===== src/rtl/uart_tx_mmio.sv =====
`default_nettype none
// uart_tx_mmio: register-mapped UART transmitter, 4-entry FIFO, SECDED(13,8) frames of 15 bit-times.
// Revision 1.0
module uart_tx_mmio #(
  parameter int DIVISOR    = 10,
  parameter int FIFO_DEPTH = 4
) (
  input  logic       clk,
  input  logic       rst,
  input  logic [1:0] addr,
  input  logic       wr_en,
  input  logic [7:0] wdata,
  input  logic       rd_en,
  output logic [7:0] rdata,
  output logic       tx,
  output logic       busy
);

  localparam int CNT_W = (DIVISOR > 2) ? $clog2(DIVISOR) : 1;
  localparam int PTR_W = (FIFO_DEPTH > 2) ? $clog2(FIFO_DEPTH) : 1;
  localparam logic [CNT_W-1:0] LAST_CNT  = CNT_W'(DIVISOR - 1);
  localparam logic [PTR_W:0]   FULL_CNT  = (PTR_W + 1)'(FIFO_DEPTH);
  localparam logic [1:0]       ADDR_DATA = 2'd0;
  localparam logic [1:0]       ADDR_STAT = 2'd1;
  localparam logic [1:0]       ADDR_CTRL = 2'd2;

  typedef enum logic [1:0] {IDLE, START, DATA, STOP} state_t;

  state_t           state;
  logic [CNT_W-1:0] clk_cnt;
  logic [3:0]       bit_idx;
  logic [12:0]      shift_reg;

  logic [7:0]       mem [FIFO_DEPTH];
  logic [PTR_W-1:0] wr_ptr;
  logic [PTR_W-1:0] rd_ptr;
  logic [PTR_W:0]   count;
  logic             overflow;
  logic             enable;

  logic             fifo_empty;
  logic             fifo_full;
  logic             wr_data;
  logic             wr_ctrl;
  logic             push;
  logic             pop;
  logic             bit_end;
  logic [7:0]       head;
  logic [12:1]      ham;
  logic [12:0]      code;
  logic [7:0]       rd_mux;

  assign fifo_empty = (count == '0);
  assign fifo_full  = (count == FULL_CNT);
  assign wr_data    = wr_en && (addr == ADDR_DATA);
  assign wr_ctrl    = wr_en && (addr == ADDR_CTRL);
  assign push       = wr_data && !fifo_full;
  assign bit_end    = (clk_cnt == LAST_CNT);
  assign pop        = enable && !fifo_empty &&
                      ((state == IDLE) || ((state == STOP) && bit_end));
  assign head       = mem[rd_ptr];

  // Hamming positions 1..12 with parity at the powers of two; code[0] is overall parity.
  always_comb begin
    ham     = '0;
    ham[3]  = head[0];
    ham[5]  = head[1];
    ham[6]  = head[2];
    ham[7]  = head[3];
    ham[9]  = head[4];
    ham[10] = head[5];
    ham[11] = head[6];
    ham[12] = head[7];
    ham[1]  = head[0] ^ head[1] ^ head[3] ^ head[4] ^ head[6];
    ham[2]  = head[0] ^ head[2] ^ head[3] ^ head[5] ^ head[6];
    ham[4]  = head[1] ^ head[2] ^ head[3] ^ head[7];
    ham[8]  = head[4] ^ head[5] ^ head[6] ^ head[7];
  end

  assign code = {ham, ^ham};

  always_comb begin
    rd_mux = 8'h00;
    case (addr)
      ADDR_STAT: rd_mux = {4'b0000, overflow, fifo_empty, fifo_full, busy};
      ADDR_CTRL: rd_mux = {7'b0000000, enable};
      default:   rd_mux = 8'h00;
    endcase
  end

  // Storage needs no reset: the pointers and count define what is valid.
  always_ff @(posedge clk) begin
    if (push) begin
      mem[wr_ptr] <= wdata;
    end
  end

  always_ff @(posedge clk) begin
    if (rst) begin
      wr_ptr   <= '0;
      rd_ptr   <= '0;
      count    <= '0;
      overflow <= 1'b0;
      enable   <= 1'b0;
      rdata    <= 8'h00;
    end else begin
      if (push) begin
        wr_ptr <= wr_ptr + 1'b1;
      end
      if (pop) begin
        rd_ptr <= rd_ptr + 1'b1;
      end
      case ({push, pop})
        2'b10:   count <= count + 1'b1;
        2'b01:   count <= count - 1'b1;
        default: count <= count;
      endcase
      // A write into a full FIFO is lost even when the transmitter frees a slot that cycle.
      if (wr_data && fifo_full) begin
        overflow <= 1'b1;
      end else if (wr_ctrl && wdata[1]) begin
        overflow <= 1'b0;
      end
      if (wr_ctrl) begin
        enable <= wdata[0];
      end
      if (rd_en) begin
        rdata <= rd_mux;
      end
    end
  end

  always_ff @(posedge clk) begin
    if (rst) begin
      state     <= IDLE;
      clk_cnt   <= '0;
      bit_idx   <= 4'd0;
      shift_reg <= '0;
      tx        <= 1'b1;
      busy      <= 1'b0;
    end else begin
      case (state)
        IDLE: begin
          clk_cnt <= '0;
          if (pop) begin
            shift_reg <= code;
            state     <= START;
            tx        <= 1'b0;
            busy      <= 1'b1;
          end
        end
        START: begin
          if (bit_end) begin
            clk_cnt <= '0;
            bit_idx <= 4'd0;
            state   <= DATA;
            tx      <= shift_reg[0];
          end else begin
            clk_cnt <= clk_cnt + 1'b1;
          end
        end
        DATA: begin
          if (bit_end) begin
            clk_cnt <= '0;
            if (bit_idx == 4'd12) begin
              state <= STOP;
              tx    <= 1'b1;
            end else begin
              bit_idx   <= bit_idx + 1'b1;
              shift_reg <= shift_reg >> 1;
              tx        <= shift_reg[1];
            end
          end else begin
            clk_cnt <= clk_cnt + 1'b1;
          end
        end
        STOP: begin
          if (bit_end) begin
            clk_cnt <= '0;
            if (pop) begin
              shift_reg <= code;
              state     <= START;
              tx        <= 1'b0;
            end else begin
              state <= IDLE;
              busy  <= 1'b0;
            end
          end else begin
            clk_cnt <= clk_cnt + 1'b1;
          end
        end
        default: begin
          state <= IDLE;
          tx    <= 1'b1;
          busy  <= 1'b0;
        end
      endcase
    end
  end

endmodule
`default_nettype wire


===== config.mk =====
export PLATFORM = sky130hd
export DESIGN_NAME = uart_tx_mmio
export DESIGN_NICKNAME = d
export VERILOG_FILES = /design/src/rtl/uart_tx_mmio.sv
export SDC_FILE = /design/constraint.sdc
export NUM_CORES = 1
export LEC_CHECK = 0
export CORE_MARGIN = 2
export CORE_UTILIZATION = 52
export CTS_BUF_LIST = sky130_fd_sc_hd__clkbuf_4
export DETAILED_ROUTE_END_ITERATION = 10
export PLACE_DENSITY = 0.75
export SYNTH_ARGS = -nofsm -noshare
export SYNTH_HDL_FRONTEND = slang
export SYNTH_SLANG_ARGS = --single-unit

===== constraint.sdc =====
create_clock -name clk -period 3.8 [get_ports clk]
set_clock_uncertainty 0.05 [all_clocks]
set_input_delay 0.57 -clock clk [delete_from_list [all_inputs] [get_ports clk]]
set_output_delay 0.57 -clock clk [all_outputs]
set_load 0.02 [all_outputs]

# Yosys cells after proc, flatten, opt, wreduce, memory -nomap -nowiden
# Memories as Yosys holds them, arrays and structs flattened. A register that Yosys moved wholly into a read port is not among the register bits.
# Cells that the tools add are included.
[word_totals] wordCells=112 n_memories=1 input_bits=14 out_inout_bits=10 ff_bits=42 ram_bits=32
[classes] muxes=36 n_eq_ne=17 n_bitwise=14 addsub=6 n_reduce_logical=26
[mem_list] memory="mem" depth=4 width=8 rd=1 rd_ports_with_merged_regs=1 write_ports=1 line="34" text="logic [7:0] mem [FIFO_DEPTH];"
[op_table] op="$mux W13" n=4
[op_table] op="$pmux W13 S3" n=1
[op_table] op="$pmux W4 S2" n=3
[op_table] op="$mux W4" n=4
[op_table] op="$mux W2" n=7
[op_table] op="$ne A2 B2 Y1 const B" n=7
[op_table] op="$xor A1 B1 Y1" n=14
[op_table] op="$mux W1" n=13
[op_table] op="$reduce_and A4 Y1" n=3
[op_table] op="$reduce_xor A12 Y1" n=1
[op_table] op="$add A4 B1 Y4 const B" n=2
[op_table] op="$eq A2 B2 Y1 const B" n=4
[op_table] op="$eq A4 B4 Y1 const B" n=2
[op_table] op="$logic_and A1 B1 Y1" n=8
[op_table] op="$pmux W2 S4" n=1
[op_table] op="$reduce_bool A2 Y1" n=4
[op_table] op="$eq A2 B1 Y1 const B" n=3
[op_table] op="$pmux W3 S2" n=1
[op_table] op="$reduce_and A5 Y1" n=1
[op_table] op="$add A2 B1 Y2 const B" n=2
[op_table] op="$logic_not A2 Y1" n=2
[op_table] op="$pmux W1 S4" n=1
[op_table] op="$add A3 B1 Y3 const B" n=1
[op_table] op="$eq A3 B3 Y1 const B" n=1
[op_table] op="8 further kinds" n=9

# Depth between registers and ports, before layout
[logic_depth] word_depth=8 ltp_mapped=11

# Worst setup path before layout
# OpenSTA, ideal clock, no wires.
[synth_timing] path_type="register to register" start="register state[1]" end="register count[2]" path_buffers=0 arrival_ns=2.208 synth_period_minus_slack_ns=2.329 stages_incl_launch_ff=10 slack_ns=1.471 setup_ns=0.070 path_cell_list="dfxtp_1 -> ha_1 -> nand4b_1 -> a21oi_1 -> ha_1 -> inv_1 -> fa_1 -> xor2_1 -> or3_1 -> a21oi_1"
[synth_between] elab_chain_cells=6
[synth_rtl] item="start: declaration" line="29" text="state_t state;"
[synth_rtl] item="start signal: assignment" line="135" text="state <= IDLE;"
[synth_rtl] item="start signal: assignment" line="147" text="state <= START;"
[synth_rtl] item="start signal: assignment" line="156" text="state <= DATA;"
[synth_rtl] item="$eq A2 B2 Y1" line="60" text="((state == IDLE) || ((state == STOP) && bit_end));"
[synth_rtl] item="$logic_and A1 B1 Y1" line="60"
[synth_rtl] item="$logic_or A1 B1 Y1 *" line="60"
[synth_rtl] item="$logic_and A1 B1 Y1 *" line="59" text="assign pop = enable && !fifo_empty &&"
[synth_rtl] item="named net pop" line="46" text="logic pop;"
[synth_rtl] item="$eq A2 B1 Y1 or $eq A2 B2 Y1 (tied branches)" line="113" text="case ({push, pop})"
[synth_rtl] item="$pmux W3 S2 or $reduce_bool A2 Y1 (tied branches)"
[synth_rtl] item="end signal: assignment" line="114" text="2'b10: count <= count + 1'b1;"
[synth_rtl] item="end signal: assignment" line="115" text="2'b01: count <= count - 1'b1;"
[synth_rtl] item="end signal: assignment" line="116" text="default: count <= count;"
[synth_rtl] item="end: declaration" line="37" text="logic [PTR_W:0] count;"
# The timed path passes the listed nets; every way through them passes the cells marked *.
# A chain may end at the register's enable or synchronous reset.

# Worst setup path after layout
[layout_timing] start="register state[0]" end="register shift_reg[0]"
[layout_between] elab_chain_cells=7
[layout_rtl] item="$eq A2 B2 Y1" line="60, 142"
[layout_rtl] item="$logic_and A1 B1 Y1" line="60"
[layout_rtl] item="$logic_or A1 B1 Y1" line="60"
[layout_rtl] item="$logic_and A1 B1 Y1" line="59"
[layout_rtl] item="$mux W13 (2 in a row)"
[layout_rtl] item="$pmux W13 S3" line="142" text="case (state)"
[layout_rtl] item="end signal: assignment" line="146" text="shift_reg <= code;"
[layout_rtl] item="end signal: assignment" line="170" text="shift_reg <= shift_reg >> 1;"
[layout_rtl] item="end signal: assignment" line="181" text="shift_reg <= code;"
[layout_rtl] item="end: declaration" line="32" text="logic [12:0] shift_reg;"
# Several ways; a longest one is shown, not always the timed one. The select of a mux whose other input is x is not followed.

==> metrics.yaml <==
drtAntennaViolNets: 0
cts_sinks: 72
number_of_search_and_repair_iterations_in_the_first_detailed_routing_pass: 4
cell_family_with_most_cp_delay: "simple AND/OR/NAND/NOR gates"
timing.slew.headroom: 0.468
dp.cells: 392
hold_path_depth: 2
final_layout_size_suffix_gt1_frac: 0.0755
synth-xor-area-share: 0.0687
design.core.area_um2: 6390
regToRegStartpoint: "state[0]$_SDFFE_PP0P_"
cts-root-to-sink-buffers: 2
timing.final.hold_violations: 0
place_area_um2: 3660
drt-total-wl_mm: 5.74
synthSimpleGateAreaFrac: 0.137
grt_antenna_before_repair: 0
crit_fanout: 25
worst_slew_pin_slew_ps: 798
synth.mux.area_fraction: 0.0647
worst_path_largest_cell_delay_ps: 550
worst-setup-path-type: "reg2reg"
syn-cell-area_um2: 3440
drv_slew: 0
gr_usage_total: 0.170
die_h_um: 85.3
syn2layout_area_growth_pct: 11.1
floorplan.initialDensity: 0.539
setup_slack_ps: 1130
post-place-ws_ps: 884
period_needed_ps: 2670
share_comb_of_total_power: 0.104
post_cts.resized_instances: 0
clockRootBuffer: "clkbuf_4"
synth.ff_latch_count: 72
via_count: 2237
share_of_power_burned_in_registers: 0.542
netlist_instances: 307
routedWlPerCell_um: 14.1
async_flop_share: 0
hold_path_class: "reg2reg"
yosys-top-cells-count: "dfxtp_1, nor2_1, edfxtp_1, nand2_1, ha_1"
cp-end-kind: "flip-flop"
io_buffer_count: 19
rsz0062_at_grt: "no"
post-dp-hpwl_mm: 3.92
die_area_um2: 7280
detail_route.vias_per_cell: 5.48
synth_top_cells_by_area: "edfxtp_1, dfxtp_1, ha_1"
cts_hold_repair.buffers: 0
worstPathCellList: "inv_1 -> ha_1 -> or3b_2 -> a21o_1 -> a21oi_1 -> buf_4 -> nor2_1 -> a2111oi_2"
worstPathBufferInverterCount: 2
netlist.area_leader.share: 0.279
boundaryPins: 24
synth_compound_area_frac: 0.0978
cp_slowest_cell: "or3b_2"
drc: 0
synth_edf_count: 32
setup-tns-final_ps: 0
crit_arrival_ps: 2940
grt_first_pass_wirelength_mm: 9.78
antenna_diode_count: 0
worst_r2r_path_depth: 8
cellLeakagePower_nw: 1.38
cts_made_buffers: 9
floorplan.die.width_um: 85.3
tritoncts: "done"
final_cell_count_no_fill: 408
seq_area_frac_synth: 0.512
ys_warn_count: 0
gp_congestion: 0.822
p_switching_w: 0.000372
switching_share: 0.242
vias_in_the_first_global_route: 2197
flip_flop_count_of_the_largest_register_after_layout: 32
yosys.cell_count.top_type: "dfxtp_1"
floorplan.rows: 29
max_freq_mhz: 374
power.density_cell_area_nw_per_um2: 401
intPower_w: 0.00116
post_synth_fa_ha_maj_area_fraction: 0.0713
hold_critical_path_endpoint: "rdata[2]$_SDFFE_PP0P_"
final_cell_area_um2: 3820
power.clock.fraction: 0.354
postCtsSetupRepairBufs: 0
setup_viol_count_final: 0
path_clk_slew_ps: 110
synth_flop_cell: "dfxtp_1"
cp-start-kind: "flip-flop"
peakVddDrop_uv: 301
nNetsFinal: 359
initialDrtViolationCount: 138
clock_insertion_delay_worst_skew_ps: 420
worstReg2RegEnd: "shift_reg[0]$_SDFFE_PP0P_"
hold_path.startpoint: "rdata[2]$_SDFFE_PP0P_"
worst-endpoint-required_ps: 4060
synth.largest_area_cell: "edfxtp_1"
post-route-period-util: 0.703
avgSynthCellArea_um2: 11.2
grt_max_degree: 32
status: "complete, no violations"
dominant_combinational_cell_family_by_area_after_synthesis: "simple AND/OR/NAND/NOR gates"
cap_viol_max_count: 0
ctsHtreeMaxLevel: 3
globalRoute.totalOverflow: 0
ys_types: 49
worst_reg2reg_setup_slack_ps: 1130
[placed cells by master (no fill, tap or decap), types with 2 or more instances in the layout]
cell type / synthesis / layout
xnor2_1: 8 / 8
clkbuf_4: 0 / 10
bufinv_16: 0 / 2
mux4_1: 6 / 6
or3_1: 2 / 2
nand2b_1: 10 / 10
o21ai_0: 6 / 6
xnor3_1: 2 / 2
ha_1: 18 / 18
nor2_1: 36 / 36
a22oi_1: 2 / 2
buf_4: 4 / 3
nor3_1: 4 / 4
nand4_1: 3 / 3
clkdlybuf4s50_1: 0 / 19
o211ai_1: 3 / 3
a211oi_1: 2 / 2
a22o_1: 2 / 2
a21o_1: 2 / 2
nand3_1: 7 / 7
and2_1: 4 / 4
edfxtp_1: 32 / 32
xor2_1: 9 / 9
and3_1: 2 / 2
inv_1: 17 / 17
dfxtp_1: 40 / 40
nand2_1: 29 / 29
mux2i_1: 2 / 2
a311oi_1: 9 / 9
a21oi_1: 15 / 15
mux4_2: 2 / 2
conb_1: 1 / 4
[tightest hold or removal path, delay by kind of cell (launching register included)]
kind / cells / cell delay (ps)
compound gates: 1 / 50
simple gates: 1 / 60
flops: 1 / 320
[metal layers]
layer	GRT usage	wire length (um)	share of wire
met1	0.215	2690	0.47
met4	0.0736	123	0.021
met3	0.0496	246	0.043
met5	0	0	0
met2	0.273	2680	0.47
[power groups by stage]
stage	Combinational (W)	Clock [W]	Sequential [W]
2_1_floorplan	0.000117	0	0.000847
3_3_place_gp	0.000155	0	0.000848
3_5_place_dp	0.000158	0	0.000849
4_1_cts	0.000159	0.000548	0.000831
5_1_grt	0.000178	0.000582	0.000833
6_report	0.000160	0.000543	0.000831
[final cells by class]
cell class / count / area [um^2]
Clock buffer: 10 / 75.1
Clock inverter: 6 / 85.1
Fill cell: 533 / 2560
Inverter: 17 / 63.8
Multi-Input combinational cell: 204 / 1530
Sequential cell: 72 / 1760
Tap cell: 77 / 96.3
Timing Repair Buffer: 22 / 213
[worst max path at each step]
| stage | cells past startpoint | from | end | slack [ps] |
|---|---|---|---|---|
| finish | 8 | state[0]$_SDFFE_PP0P_ | shift_reg[0]$_SDFFE_PP0P_ | 1130 |
| global route | 9 | state[1]$_SDFFE_PP0P_ | count[2]$_SDFFE_PP0P_ | 870 |
| CTS | 5 | flip-flop | shift_reg[0]$_SDFFE_PP0P_ | 1100 |
| detailed placement | 12 | addr[0] | count[2]$_SDFFE_PP0P_ | 880 |
| global placement | 12 | addr[0] | count[2]$_SDFFE_PP0P_ | 990 |
| floorplan | 9 | state[1]$_SDFFE_PP0P_ | count[2]$_SDFFE_PP0P_ | 1470 |
[per-stage QoR]
stage,hold slack (ps),total power [W],utilization
2_1_floorplan,384,0.000963,-
5_1_grt,447,0.00159,0.598
6_report,423,0.00153,0.598
3_5_place_dp,409,0.00101,0.573
3_3_place_gp,402,0.00100,0.573
4_1_cts,429,0.00154,0.598
[cell families after synthesis]
group,after synthesis
AND/OR/NAND/NOR,102
other,1
flip-flops,72
adder cells (fa/ha/maj),19
XOR/XNOR,21
buffers and inverters,34
multiplexers,10
AO/OA/AOI/OAI,48
(Power assumes the default switching activity.)
